## src/rtl/synchronous_fifo.sv

```systemverilog
// Single-clock FIFO with occupancy count, programmable almost-full/almost-empty
// thresholds, one-cycle overflow/underflow pulses and a selectable
// first-word-fall-through read mode.
//
// Handshake: a write is taken on a rising edge when w_en=1 and full=0; a read
// (or FWFT pop) is taken when r_en=1 and empty=0. Both flags are the values
// seen before the edge. A request against the wrong flag is dropped and
// reported by a registered pulse in the following cycle.
module synchronous_fifo #(
  parameter int DEPTH      = 8,
  parameter int DATA_WIDTH = 8,
  parameter int AF_LEVEL   = 6,
  parameter int AE_LEVEL   = 2,
  parameter int FWFT       = 0
) (
  input  logic                      clk,
  input  logic                      rst_n,
  input  logic                      w_en,
  input  logic                      r_en,
  input  logic [DATA_WIDTH-1:0]     data_in,
  output logic [DATA_WIDTH-1:0]     data_out,
  output logic                      full,
  output logic                      empty,
  output logic                      almost_full,
  output logic                      almost_empty,
  output logic [$clog2(DEPTH):0]    count,
  output logic                      overflow,
  output logic                      underflow
);

  localparam int PTR_WIDTH = $clog2(DEPTH);

  localparam logic [PTR_WIDTH:0] C_DEPTH = (PTR_WIDTH + 1)'(DEPTH);
  localparam logic [PTR_WIDTH:0] C_AF    = (PTR_WIDTH + 1)'(AF_LEVEL);
  localparam logic [PTR_WIDTH:0] C_AE    = (PTR_WIDTH + 1)'(AE_LEVEL);

  logic [DATA_WIDTH-1:0] r_mem [DEPTH];
  logic [PTR_WIDTH:0]    r_wptr;
  logic [PTR_WIDTH:0]    r_rptr;
  logic [PTR_WIDTH:0]    r_count;
  logic                  r_overflow;
  logic                  r_underflow;

  logic                  w_wr_acc;
  logic                  w_rd_acc;
  logic [PTR_WIDTH-1:0]  w_waddr;
  logic [PTR_WIDTH-1:0]  w_raddr;

  // Flags decode straight from the count register, so they are registered
  // state and reflect everything accepted up to the previous edge.
  assign full         = (r_count == C_DEPTH);
  assign empty        = (r_count == '0);
  assign almost_full  = (r_count >= C_AF);
  assign almost_empty = (r_count <= C_AE);
  assign count        = r_count;
  assign overflow     = r_overflow;
  assign underflow    = r_underflow;

  // When full, the read still goes through and only the write is dropped;
  // when empty, the write goes through and only the read is dropped.
  assign w_wr_acc = w_en & ~full;
  assign w_rd_acc = r_en & ~empty;
  assign w_waddr  = r_wptr[PTR_WIDTH-1:0];
  assign w_raddr  = r_rptr[PTR_WIDTH-1:0];

  // Storage array: written on an accepted write, deliberately not reset.
  always_ff @(posedge clk) begin
    if (w_wr_acc) begin
      r_mem[w_waddr] <= data_in;
    end
  end

  // Pointers and occupancy; pointers carry one extra bit and wrap mod 2*DEPTH.
  always_ff @(posedge clk or negedge rst_n) begin
    if (!rst_n) begin
      r_wptr  <= '0;
      r_rptr  <= '0;
      r_count <= '0;
    end else begin
      if (w_wr_acc) begin
        r_wptr <= r_wptr + 1'b1;
      end
      if (w_rd_acc) begin
        r_rptr <= r_rptr + 1'b1;
      end
      unique case ({w_wr_acc, w_rd_acc})
        2'b10:   r_count <= r_count + 1'b1;
        2'b01:   r_count <= r_count - 1'b1;
        default: r_count <= r_count;
      endcase
    end
  end

  // Error pulses: one cycle after a request that hit the opposing flag.
  always_ff @(posedge clk or negedge rst_n) begin
    if (!rst_n) begin
      r_overflow  <= 1'b0;
      r_underflow <= 1'b0;
    end else begin
      r_overflow  <= w_en & full;
      r_underflow <= r_en & empty;
    end
  end

  generate
    if (FWFT != 0) begin : g_fwft
      // Head word is visible as soon as it exists; zero while empty.
      assign data_out = empty ? '0 : r_mem[w_raddr];
    end else begin : g_std
      logic [DATA_WIDTH-1:0] r_dout;

      // Output register loads the head word on an accepted read, holds otherwise.
      always_ff @(posedge clk or negedge rst_n) begin
        if (!rst_n) begin
          r_dout <= '0;
        end else if (w_rd_acc) begin
          r_dout <= r_mem[w_raddr];
        end
      end

      assign data_out = r_dout;
    end
  endgenerate

endmodule
```

## config.mk

```make
export PLATFORM = sky130hd
export DESIGN_NAME = synchronous_fifo
export DESIGN_NICKNAME = d
export VERILOG_FILES = /design/src/rtl/synchronous_fifo.sv
export SDC_FILE = /design/constraint.sdc
export NUM_CORES = 1
export LEC_CHECK = 0
export ABC_AREA = 0
export CELL_PAD_IN_SITES_DETAIL_PLACEMENT = 1
export CELL_PAD_IN_SITES_GLOBAL_PLACEMENT = 1
export CORE_MARGIN = 4
export CORE_UTILIZATION = 44
export CTS_CLUSTER_DIAMETER = 100
export DETAILED_ROUTE_END_ITERATION = 7
export PLACE_DENSITY_LB_ADDON = 0.15
export SLEW_MARGIN = 20
export SYNTH_ARGS = -nofsm -noshare
export SYNTH_HDL_FRONTEND = slang
export SYNTH_SLANG_ARGS = --single-unit
```

## constraint.sdc

```tcl
create_clock -name clk -period 2.3 [get_ports clk]
set_input_delay 0.575 -clock clk [delete_from_list [all_inputs] [get_ports clk]]
set_output_delay 0.575 -clock clk [all_outputs]
set_load 0.01 [all_outputs]
```

==> summary.txt <==
Run status
  • Status: completed

Synthesis
  • Main combinational cell family by area after synthesis: multiplexers
  • Post-synthesis adder-cell area fraction: 0.0178
  • Top FF cell, synth: edfxtp_1
  • Mapped Nets: around 240
  • Mux contribution to synthesized area: 0.100
  • Synth Register Bits: 84
  • Synth cell types: 35
  • Synth top area share: 0.548
  • Post-synth EDFFs: 64
  • Most frequent cell after synthesis: edfxtp_1
  • Gate Count Post-Synth: ~220
  • Post-synthesis area per instance: about 16 µm²
  • Ranking of synthesized cells by area: edfxtp_1 (55%), dfrtp_1 (14%), mux2_2 (5.5%), mux2i_1 (4.6%), a221o_1 (2.3%)
  • Simple logic cell fraction of the synthesized area: 0.0692
  • Synth Area in XOR/XNOR: 0.0200
  • Async S/R FF share, synth: 0.238
  • Synth cell count leaders: edfxtp_1 (64), dfrtp_1 (20), nand2_1 (20)
  • Synth area leader: edfxtp_1
  • Sequential share of the synthesized area: 0.691
  • Post-synthesis compound-gate area fraction: 0.0685
  • Netlist Area Pre-Place: about 3500 µm²
  • Synth Warn #: 0

Route
  • DRT Pass-1 Iters: 4
  • WL per Instance: 17.6 µm
  • Metal-1 WL: between 3000 and 4000 µm
  • Drt total wl: about 6600 µm
  • DR top layer: met4
  • Final ANT Viol Nets: 0
  • Remaining DRCs: 0
  • Met3 wire len: around 260 µm
  • Vias per inst: 5.16
  • Met2 wire len: around 3100 µm
  • Via count: 1940
  • Starting DRT DRC Count: between 90 and 100

Timing
  • Worst relative slew slack: 0.562
  • Fin Setup TNS: 0 ns
  • Final hold violation count: 0
  • Finish-stage setup viols: 0
  • Fin crit share: 0.942
  • FMAX: 462 MHz
  • Clock Skew: between 0.01 and 0.015 ns
  • Slew Limit Fails: 0
  • RSZ-0062 raised after global routing: false
  • Least-Margin Pin Slew: between 0.6 and 0.7 ns
  • Min Clock Period, post-route: 2.17 ns

Clocking
  • CTS Buf Count: 9
  • Clk buf depth: 2
  • Clock latency on the worst-skew pair: around 0.35 ns
  • Reg clk slew, reported paths: 0.09 ns
  • Root buf cell: clkbuf_8
  • H-tree depth: 3
  • Clock tree from TritonCTS: built
  • Cts hold-fix bufs: 0
  • Clk sinks: 84

Setup path
  • R2R depth: 10
  • Setup crit end: full
  • Setup crit start: count[1]
  • Crit Path Max Fanout: 4
  • Critical path startpoint category: flip-flop
  • Worst EP arrival: 1.59 ns
  • Reg2reg start: count[2]
  • R2R Path End: count[2]
  • Crit end category: primary output
  • Crit path required time: between 1.5 and 2 ns
  • Setup slack, reg-to-reg: 0.21 ns
  • Setup CP Type: reg -> out

Floorplanning
  • Num ports: 30
  • Die Wd: ~100 µm
  • Row count: 32
  • Die Y: 97.3 µm
  • Initial core utilization: 0.454
  • Core ar.: about 7700 µm²
  • Die Area: approximately 9500 µm²

Global route
  • Largest net degree at the start of global routing: 26
  • First-pass GRT wire length: approximately 11000 µm
  • Gr usage total: 0.148
  • Grt total ovfl: 0
  • Vias in the first global route: between 1500 and 2000
  • Antenna violations before repair: 0

Placed design
  • # port buffers: 29
  • Placed Area: ~4000 µm²
  • Global placement routability congestion: 0.730
  • Detailed placer's ending HPWL: 4480 µm

Layout
  • Nets: around 290
  • Ant diodes: 0
  • Share of layout cells above drive strength 1: 0.270
  • Area delta synth->final: 21.5%
  • Layout Cell Area excl Fill: about 4300 µm²

Power
  • Worst VDD drop: about 0.54 mV
  • P_leak: ~1.6 nW
  • P per Cell Area: about 1300 nW/µm²

Min path
  • Worst hold path type: reg -> reg

Job
  • Max Cap Violations: 0
==> registers in the layout (all words and copies together) (netlist names) <==
| name | cells |
|---|---|
| underflow | 1 |
| overflow | 1 |
| r_wptr | 3 |
| r_rptr | 3 |
| r_mem | 64 |
| data_out | 8 |
| count | 4 |
==> critical path: stages (launching register included) <==
cell	delay, ns
dfrtp_2	0.47
nor4b_4	0.35
buf_4	0.16
dlygate4sd2_1	0.26
==> how the worst min path moves through the flow <==
stage | cells past startpoint | from | slack (ns) | to
2_1_floorplan | 0 | rst_n | 0.28 | count[0]
3_3_place_gp | 2 | data_out[2] | 0.46 | data_out[2]
3_5_place_dp | 2 | data_out[6] | 0.47 | data_out[6]
4_1_cts | 2 | data_out[7] | 0.48 | data_out[7]
5_1_grt | 2 | data_out[7] | 0.50 | data_out[7]
6_report | 2 | data_out[7] | 0.48 | data_out[7]
==> routing by layer <==
metal,track usage,vias up
li1,-,925
met1,0.200,970
met2,0.234,38
met3,0.0251,7
met4,0.0703,0
met5,0,-
==> kinds of logic after synthesis <==
group / Yosys count
DFF: 84
and+or+nand+nor: 46
AOI/OAI and AO/OA: 30
buffers and inverters: 12
muxes: 33
xor gates and xnor gates: 8
adders and majority gates: 5
==> layout make-up <==
type                       count  area (µm²)
clock inverter                 6         110
clock buffer                  10         128
multi-input combinational    122        1010
tap                          102         128
inverter                       2        15.0
fill                         758        3470
sequential                    84        2430
timing repair buffer          50         444
==> cells in the final DEF, fill, tap and decap left out, drive strengths merged, types with 4 or more instances in the layout <==
| master | count |
|---|---|
| nand2 | 21 |
| o21ai | 8 |
| nand2b | 6 |
| o22ai | 8 |
| edfxtp | 64 |
| xor2 | 4 |
| mux2 | 17 |
| clkbuf | 10 |
| mux2i | 16 |
| xnor2 | 4 |
| clkdlybuf4s50 | 26 |
| a221o | 8 |
| nor2 | 8 |
| buf | 21 |
| dfrtp | 20 |
| ha | 5 |
==> per-stage QoR <==
| stage | power, mW | hold WS (ns) | std cells | setup WS [ns] | util |
|---|---|---|---|---|---|
| 2_1_floorplan | 3.59 | 0.279 | 218 | -0.00339 | - |
| 3_3_place_gp | 4.16 | 0.463 | 359 | -0.0647 | 0.519 |
| 4_1_cts | 5.46 | 0.485 | 375 | 0.0968 | 0.549 |
| 5_1_grt | 5.71 | 0.500 | 376 | 0.0279 | 0.551 |
| 3_5_place_dp | 4.21 | 0.466 | 359 | -0.131 | 0.519 |
| 6_report | 5.40 | 0.479 | 376 | 0.134 | 0.551 |
==> timing repair <==
action | CTS | global route
endpoints found under the setup margin | 3 | 2
resized for setup | 5 | 4
buffers inserted | 0 | 1
pin swaps | 1 | 1
==> where the power goes <==
| group | total, mW | internal (mW) | switching [mW] | leakage (nW) |
|---|---|---|---|---|
| logic | 1.96 | 0.980 | 0.984 | 0.641 |
| clock network | 1.24 | 0.722 | 0.521 | 0.115 |
| registers | 2.20 | 1.98 | 0.215 | 0.820 |
| total | 5.40 | 3.68 | 1.72 | 1.58 |
(Power assumes the default switching activity.)
